<file path="config.mk">
export PLATFORM = sky130hd
export DESIGN_NAME = jtcps1_prog_sdram_if
export DESIGN_NICKNAME = d
export VERILOG_FILES = /design/src/rtl/jtcps1_prog_pkg.sv /design/src/rtl/jtcps1_prog_fifo.sv /design/src/rtl/jtcps1_prog_sdram_if.sv
export SDC_FILE = /design/constraint.sdc
export NUM_CORES = 1
export LEC_CHECK = 0
export ABC_AREA = 1
export BUFFER_PORTS_ARGS = -buffer_cell sky130_fd_sc_hd__buf_2
export CAP_MARGIN = 25
export CORE_AREA = 2 2 141 129
export CTS_BUF_LIST = sky130_fd_sc_hd__clkbuf_8
export CTS_CLUSTER_DIAMETER = 200
export CTS_CLUSTER_SIZE = 10
export DETAILED_ROUTE_END_ITERATION = 10
export DIE_AREA = 0 0 143 131
export SLEW_MARGIN = 30
export SYNTH_ARGS = -nofsm -noshare
export SYNTH_HDL_FRONTEND = slang
export SYNTH_SLANG_ARGS = --single-unit
</file>
<file path="constraint.sdc">
create_clock -name i_clk -period 3.8 [get_ports i_clk]
set_input_delay 0.76 -clock i_clk [delete_from_list [all_inputs] [get_ports i_clk]]
set_output_delay 0.76 -clock i_clk [all_outputs]
set_load 0.005 [all_outputs]
</file>
<file path="src/rtl/jtcps1_prog_pkg.sv">
// Shared definitions for the PROM-download-to-SDRAM bridge: FIFO entry layout
// and the replay FSM state encoding.
package jtcps1_prog_pkg;

  localparam int PROG_AW  = 22;
  localparam int DATA_LSB = 0;
  localparam int MASK_LSB = 8;
  localparam int BANK_LSB = 10;
  localparam int ADDR_LSB = 12;
  localparam int ENTRY_W  = PROG_AW + 12;

  typedef enum logic {
    IDLE = 1'b0,
    WAIT = 1'b1
  } state_t;

endpackage

</file>
<file path="src/rtl/jtcps1_prog_fifo.sv">
// Small synchronous FIFO; extra pointer MSB tells full from empty.
// Read data is taken combinationally from the head slot.
module jtcps1_prog_fifo #(
  parameter int W     = 34,
  parameter int DEPTH = 4
) (
  input  logic         i_clk,
  input  logic         i_rst,
  input  logic         i_push,
  input  logic [W-1:0] i_din,
  input  logic         i_pop,
  output logic [W-1:0] o_dout,
  output logic         o_full,
  output logic         o_empty
);

  localparam int PW = $clog2(DEPTH);

  logic [W-1:0] r_mem [DEPTH];
  logic [PW:0]  r_wr_ptr;
  logic [PW:0]  r_rd_ptr;

  assign o_empty = (r_wr_ptr == r_rd_ptr);
  assign o_full  = (r_wr_ptr[PW] != r_rd_ptr[PW]) &&
                   (r_wr_ptr[PW-1:0] == r_rd_ptr[PW-1:0]);
  assign o_dout  = r_mem[r_rd_ptr[PW-1:0]];

  // Pointer update; the caller never pushes when full or pops when empty.
  always_ff @(posedge i_clk or posedge i_rst) begin
    if (i_rst) begin
      r_wr_ptr <= '0;
      r_rd_ptr <= '0;
    end else begin
      if (i_push) r_wr_ptr <= r_wr_ptr + 1'b1;
      if (i_pop)  r_rd_ptr <= r_rd_ptr + 1'b1;
    end
  end

  // Storage array.
  always_ff @(posedge i_clk) begin
    if (i_push) r_mem[r_wr_ptr[PW-1:0]] <= i_din;
  end

endmodule

</file>
<file path="src/rtl/jtcps1_prog_sdram_if.sv">
// Buffers PROM download byte writes and replays them to the SDRAM programming
// port with a req/done handshake; reports when the download has drained.
module jtcps1_prog_sdram_if
  import jtcps1_prog_pkg::*;
#(
  parameter int AW    = 22,
  parameter int DEPTH = 4
) (
  input  logic          i_rst,
  input  logic          i_clk,
  input  logic          i_downloading,
  input  logic [AW-1:0] i_prog_addr,
  input  logic [7:0]    i_prog_data,
  input  logic [1:0]    i_prog_mask,
  input  logic [1:0]    i_prog_bank,
  input  logic          i_prog_we,
  output logic          o_sdram_ack,
  output logic          o_sdr_req,
  output logic [AW-1:0] o_sdr_addr,
  output logic [15:0]   o_sdr_din,
  output logic [1:0]    o_sdr_dqm,
  output logic [1:0]    o_sdr_ba,
  input  logic          i_sdr_done,
  output logic          o_dwnld_busy
);

  localparam int EW = AW + 12;

  state_t        r_state;
  state_t        w_next;
  logic          r_ack;
  logic          r_req;
  logic [AW-1:0] r_addr;
  logic [15:0]   r_din;
  logic [1:0]    r_dqm;
  logic [1:0]    r_ba;
  logic          w_full;
  logic          w_empty;
  logic          w_capture;
  logic          w_push;
  logic          w_pop;
  logic          w_bypass;
  logic          w_load;
  logic [EW-1:0] w_din;
  logic [EW-1:0] w_dout;
  logic [EW-1:0] w_src;

  assign w_capture = i_prog_we & ~r_ack & ~w_full;
  assign w_din     = {i_prog_addr, i_prog_bank, i_prog_mask, i_prog_data};

  jtcps1_prog_fifo #(.W(EW), .DEPTH(DEPTH)) u_fifo (
    .i_clk   (i_clk),
    .i_rst   (i_rst),
    .i_push  (w_push),
    .i_din   (w_din),
    .i_pop   (w_pop),
    .o_dout  (w_dout),
    .o_full  (w_full),
    .o_empty (w_empty)
  );

  // Next state and FIFO pop; an empty-FIFO capture in IDLE bypasses storage
  // so ack and req rise together.
  always_comb begin
    w_next   = r_state;
    w_pop    = 1'b0;
    w_bypass = 1'b0;
    case (r_state)
      IDLE: begin
        if (!w_empty) begin
          w_pop  = 1'b1;
          w_next = WAIT;
        end else if (w_capture) begin
          w_bypass = 1'b1;
          w_next   = WAIT;
        end else begin
          w_next = IDLE;
        end
      end
      WAIT: begin
        if (i_sdr_done) w_next = IDLE;
        else            w_next = WAIT;
      end
      default: w_next = IDLE;
    endcase
  end

  assign w_push = w_capture & ~w_bypass;
  assign w_load = w_pop | w_bypass;
  assign w_src  = w_pop ? w_dout : w_din;

  // State, ack pulse and SDRAM command registers.
  always_ff @(posedge i_clk or posedge i_rst) begin
    if (i_rst) begin
      r_state <= IDLE;
      r_ack   <= 1'b0;
      r_req   <= 1'b0;
      r_addr  <= '0;
      r_din   <= 16'h0000;
      r_dqm   <= 2'b00;
      r_ba    <= 2'b00;
    end else begin
      r_state <= w_next;
      r_ack   <= w_capture;
      if (w_load) begin
        r_req  <= 1'b1;
        r_addr <= w_src[ADDR_LSB +: AW];
        r_din  <= {2{w_src[DATA_LSB +: 8]}};
        r_dqm  <= w_src[MASK_LSB +: 2];
        r_ba   <= w_src[BANK_LSB +: 2];
      end else if (r_state == WAIT && i_sdr_done) begin
        r_req <= 1'b0;
      end
    end
  end

  assign o_sdram_ack  = r_ack;
  assign o_sdr_req    = r_req;
  assign o_sdr_addr   = r_addr;
  assign o_sdr_din    = r_din;
  assign o_sdr_dqm    = r_dqm;
  assign o_sdr_ba     = r_ba;
  assign o_dwnld_busy = ~i_rst & (i_downloading | ~w_empty | (r_state == WAIT));

endmodule

</file>
==> flow_summary.json, run 1 <==
{
  "ios": 84,
  "n_antenna_cell": 0,
  "dpl_worst_slack_ns": 0.750,
  "rsz0062_at_grt": "false",
  "path_buf_inv": 2,
  "relSlewSlack_pct": 49.0,
  "seq_area_sq_um": 5160,
  "grtUsageTotal_pct": 18.8,
  "ctsHoldBuffers": 0,
  "grt_pass1_wl_mm": 26.4,
  "drc": 0,
  "synth_cell_types": 21,
  "path_max_fanout": 54,
  "cp-end-kind": "flip-flop",
  "critPathRequiredTime_ns": 4.14,
  "place_hpwl_mm": 9.60,
  "status": "finished clean",
  "drt_iter0_drc": 362,
  "grt_max_degree": 70,
  "dieHeight_um": 131,
  "reg2reg_slack_ns": 0.78,
  "startpoint": "u_fifo.r_rd_ptr[1]$_DFFE_PP0P_",
  "grt_pass1_vias": 4994,
  "cap_violations": 0,
  "arrival_ns": 3.37,
  "die_w_um": 143,
  "syn_area_per_cell_sq_um": 10.4,
  "grt_overflow": 0,
  "synth_top_cell_by_area": "edfxtp_1",
  "initial_core_util_pct": 44.1,
  "setup_viol": 0,
  "final_util_pct": 49.6,
  "vdd_drop_max_mv": 0.361,
  "wl_mm": 16.7,
  "core_sq_um": 17300,
  "cts.sink_count": 179,
  "cts_made_buffers": 17,
  "hold_viol": 0,
  "clock_skew_ns": 0.0111,
  "netlist_area_sq_um": 7640,
  "clock_latency_ns": 0.45,
  "criticalPathCategory": "flip-flop to flip-flop",
  "clockPowerShare_pct": 19.5,
  "power_frac_comb_pct": 38.9,
  "syn_to_final_growth_pct": 12.5,
  "yosysSeqAreaShare_pct": 67.6,
  "fillers": 1584,
  "nNetsFinal": 842,
  "netSwitchingPower_mw": 2.63,
  "h-tree-depth": 4,
  "ys_warn_count": 0,
  "leakage_nw": 3.82,
  "reg2reg_from": "u_fifo.r_rd_ptr[1]$_DFFE_PP0P_",
  "detail_route.wl_per_cell_um": 15.9,
  "critPathTopFamily": "simple AND/OR/NAND/NOR gates",
  "antenna_found_initial": 0,
  "start_kind": "flip-flop",
  "slew_violations": 0,
  "power_frac_seq_pct": 41.6,
  "syn-num-nets": 778,
  "tns_ns": 0,
  "clk_pin_slew_worst_paths_ns": 0.09,
  "dr_total_vias": 5255,
  "powerDensity_nw_per_um2": 785,
  "die_area_sq_um": 18700,
  "total_power_mw": 6.74,
  "clockBufferDepth": 2,
  "drt-pass1-iter-count": 5,
  "drive_gt1_share_pct": 16.8,
  "period_needed_ns": 3.02,
  "ant_nets": 0,
  "finalCritPeriodShare_pct": 79.5,
  "ys_ff_latch": 179,
  "tightest_slew_ns": 0.766,
  "fmax_mhz": 331,
  "vias_per_cell": 5.00,
  "setup_slack_ns": 0.778,
  "cpPeakStageDelay_ns": 0.56,
  "synthTopCellsByArea": "edfxtp_1, dfrtp_1, nand2_1",
  "cts_resized": 0,
  "power.internal_mw": 4.11,
  "cp_slowest_cell": "buf_4",
  "cts-root-buf": "clkbuf_8",
  "min_path_type": "input port to asynchronous set/reset pin",
  "rows": 46,
  "critPathMostFrequentCell": "nand2_1",
  "cts_tree": "done",
  "port_buffers": 83,
  "synth.top_cell.area_share_pct": 53.5,
  "gp_congestion": 0.728,
  "post_cts_buffers": 0,
  "multi_input_area_sq_um": 2040,
  "swShare_pct": 39.0,
  "crit_chain": "buf_4 > nand2_1 > nand2_2 > nand3_4 > nand2_2 > buf_4 > nand2_1 > nand3_1 > nand2_1",
  "postSynthCellCount": 734
}
-- layer usage --
metal  vias up  GRT usage (%)  share of wire, %  wire length [um]
li1       2552              -                 -                 -
met5         -              0                 0                 0
met3        13           3.86               4.7               791
met2       152           30.6                48              8000
met4         0           6.46              0.85               142
met1      2538           25.4                47              7800
-- path summary, 6_finish.rpt --
path,endpoint,depth (start not counted)
worst min-delay path,o_sdr_dqm[0]$_DFFE_PP0P_,3
worst max register to register,o_sdr_addr[19]$_DFFE_PP0P_,9
max in group asynchronous,u_fifo.r_rd_ptr[0]$_DFFE_PP0P_,3
worst max-delay path,o_sdr_addr[19]$_DFFE_PP0P_,9
min in group i_clk,o_sdr_req$_DFFE_PP0P_,2
worst min register to register,o_sdr_req$_DFFE_PP0P_,2
-- worst min-delay path, stage by stage --
cell   delay [ns]
buf_2        0.10
inv_2        0.05
buf_4        0.50
-- placed cells by master, fill, tap and decap left out --
cell	synthesis	final
clkinv_4	0	2
buf_12	0	1
clkinvlp_4	0	1
o211ai_1	1	1
nand3_4	1	1
xor2_1	3	3
dfrtp_2	0	1
clkbuf_8	0	19
o21ai_0	1	1
a21oi_1	1	1
nand2_2	4	4
nand2_1	279	279
buf_4	11	9
nor2_1	6	2
nand4_1	1	1
bufinv_16	0	3
dfrtp_1	43	42
inv_2	2	3
edfxtp_1	136	136
nor2_4	0	4
nand3_1	156	156
inv_4	2	2
buf_2	8	83
ha_1	5	5
inv_1	45	47
clkinv_2	0	3
-- layout make-up --
cell class,count,share of cell area (%)
Clock buffer,19,3.04
Timing Repair Buffer,93,5.85
Sequential cell,179,60.1
Clock inverter,12,1.65
Inverter,49,2.20
Tap cell,240,3.49
Multi-Input combinational cell,458,23.7
-- cells by family (layout without fill, tap and decap cells) --
family	after synthesis	after routing	synth area share [%]
simple gates	447	447	24.9
flops	179	179	67.6
buf+inv	97	173	6.19
fa+ha+maj	5	5	0.819
compound gates	3	3	0.229
xor+xnor	3	3	0.344
-- flip-flops by register name (all words and copies together) (netlist names) --
register and flops:
o_sdr_addr 22, o_sdr_ba 2, o_sdr_din 8, o_sdr_dqm 2, o_sdr_req 1, o_sdram_ack 1, r_state 1, u_fifo.r_mem 136
u_fifo.r_rd_ptr 3, u_fifo.r_wr_ptr 3
-- synth_stat cells, drive strengths merged --
cell,n
dfrtp,43
ha,5
o21ai,1
xor2,3
o211ai,1
a21oi,1
nand3,157
edfxtp,136
clkbuf,21
buf,27
inv,49
nand2,283
nor2,6
nand4,1
-- metrics by stage --
stage	hold WS, ns	cell area, sq um	std cells
floorplan	0.487	7640	734
global placement	0.479	8190	1019
detailed placement	0.487	8190	1019
CTS	0.492	8590	1050
global route	0.496	8590	1050
finish	0.490	8590	1050
-- power groups by stage --
stage,Sequential (mW),Combinational (mW),Clock (mW)
global placement,2.84,2.60,0
floorplan,2.84,1.93,0
finish,2.81,2.62,1.31
global route,2.86,2.97,1.42
CTS,2.81,2.66,1.34
detailed placement,2.85,2.65,0
(Power assumes the default switching activity.)
==> run 2, diff against run 1 <==
clock period = 3.1 ns   (was 3.8 ns; I/O delays follow)
==> run 2 against run 1 <==
Power up 23%. Final area up 0.29%. Clock power up 19%. Sequential power up 24%. Non-clock buffer count up 6. First-iteration DRC count up 15%. Final cell count up 0.67%. Clock skew up 0.0056 ns. Highest routed layer unchanged.
==> flow_summary.json, run 2 (same netlist as run 1, synthesis figures left out) <==
{
  "drive_gt1_share_pct": 17.4,
  "gp_congestion": 0.792,
  "powerDensity_nw_per_um2": 959,
  "wl_mm": 17.3,
  "period_needed_ns": 2.87,
  "die_area_sq_um": 18700,
  "start_kind": "flip-flop",
  "ios": 84,
  "clock_skew_ns": 0.0166,
  "cts.sink_count": 179,
  "critPathRequiredTime_ns": 2.48,
  "use_met3_pct": 3.68,
  "drt_iter0_drc": 418,
  "use_met2_pct": 32.2,
  "busiest_layer": "met2",
  "tns_ns": 0,
  "clockBufferDepth": 2,
  "critPathTopFamily": "flip-flops",
  "criticalPathCategory": "flip-flop to output pin",
  "grt_overflow": 0,
  "cp_slowest_cell": "dfrtp_1",
  "grt_pass1_wl_mm": 27.5,
  "dr_total_vias": 5275,
  "die_w_um": 143,
  "dp_cells": 1025,
  "cap_violations": 0,
  "status": "finished clean",
  "finalCritPeriodShare_pct": 92.6,
  "cpPeakStageDelay_ns": 0.77,
  "hold_viol": 0,
  "vias_per_cell": 4.99,
  "final_cell_mix": "nand2_1, nand3_1, edfxtp_1",
  "grtUsageMet1_pct": 26.1,
  "grtUsageTotal_pct": 19.4,
  "core_sq_um": 17300,
  "drc": 0,
  "setup_viol": 0,
  "tightest_slew_ns": 0.786,
  "cts-root-buf": "clkbuf_8",
  "arrival_ns": 2.25,
  "vdd_drop_max_mv": 0.494,
  "min_path_type": "input port to asynchronous set/reset pin",
  "setup_slack_ns": 0.229,
  "final_common_cell": "nand2_1",
  "ant_nets": 0,
  "leakage_nw": 3.84,
  "detail_route.wl_per_cell_um": 16.3,
  "h-tree-depth": 4,
  "fmax_mhz": 348,
  "dpl_worst_slack_ns": 0.720,
  "rsz0062_at_grt": "false",
  "cp-end-kind": "output pin",
  "cts_resized": 0,
  "drt-pass1-iter-count": 5,
  "ctsHoldBuffers": 0,
  "initial_core_util_pct": 44.1,
  "final_util_pct": 49.7,
  "relSlewSlack_pct": 47.6,
  "clock_latency_ns": 0.46,
  "place_hpwl_mm": 10.5,
  "path_max_fanout": 16,
  "port_buffers": 83,
  "grt_max_degree": 70,
  "fillers": 1609,
  "crit_chain": "nand2_1 > nand2_2 > nand4_1 > o21ai_0 > inv_1 > buf_2",
  "path_buf_inv": 2,
  "cts_tree": "done",
  "n_antenna_cell": 0,
  "grt_pass1_vias": 5255,
  "syn_to_final_growth_pct": 12.8,
  "final_cells": 1057,
  "post_cts_buffers": 0,
  "nNetsFinal": 848,
  "slew_violations": 0,
  "largest_reg_flops": 136,
  "dieHeight_um": 131,
  "cts_made_buffers": 17,
  "rows": 46,
  "clk_pin_slew_worst_paths_ns": 0.10,
  "antenna_found_initial": 0
}
run 2: cell types whose count changed in the layout (fill, tap and decap cells not counted):
cell        change
buf_4           +6
clkinv_4        -1
inv_1           +1
clkinvlp_4      +2
bufinv_16       -1
run 2: metal layers:
metal	up-vias	wire length, um
li1	2568	-
met1	2560	8230
met2	132	8140
met3	15	708
met4	0	197
met5	-	0
run 2: worst paths after layout:
path,start,end,slack (ns),cells after the start
max,u_fifo.r_rd_ptr[1]$_DFFE_PP0P_,o_dwnld_busy,0.23,6
min,i_rst,o_sdram_ack$_DFF_PP0_,0.38,3
max reg2reg,u_fifo.r_rd_ptr[1]$_DFFE_PP0P_,u_fifo.r_mem[2][6]$_DFFE_PP_,0.68,9
min reg2reg,o_sdr_addr[16]$_DFFE_PP0P_,o_sdr_addr[16]$_DFFE_PP0P_,0.51,2
max in group asynchronous,i_rst,u_fifo.r_rd_ptr[0]$_DFFE_PP0P_,2.26,3
min in group i_clk,i_sdr_done,r_state$_DFF_PP0_,0.38,2
run 2: where the power goes:
group          internal, mW  switching, mW
combinational          1.05           2.18
sequential             3.20          0.280
clock                 0.744          0.814
total                  4.99           3.28
run 2: area by class of cell:
class	instances	area, sq um	area share, %
clock inverter	13	121	1.41
sequential	179	5160	59.9
multi-input combinational	458	2040	23.6
clock buffer	19	262	3.03
inverter	49	189	2.19
timing repair buffer	99	548	6.36
tap	240	300	3.48
run 2: worst reg2reg max path: cells and delay by family (launching register included):
kind          cells  cell delay, ns
simple gates      6            0.92
flops             1            0.77
buf+inv           3            0.40
run 2: per-stage QoR:
step	instance area [sq um]	hold slack [ns]	total power, mW
2_1_floorplan	7640	0.487	5.85
3_3_place_gp	8230	0.481	6.70
3_5_place_dp	8230	0.489	6.78
4_1_cts	8620	0.338	8.34
5_1_grt	8620	0.355	8.89
6_report	8620	0.378	8.27
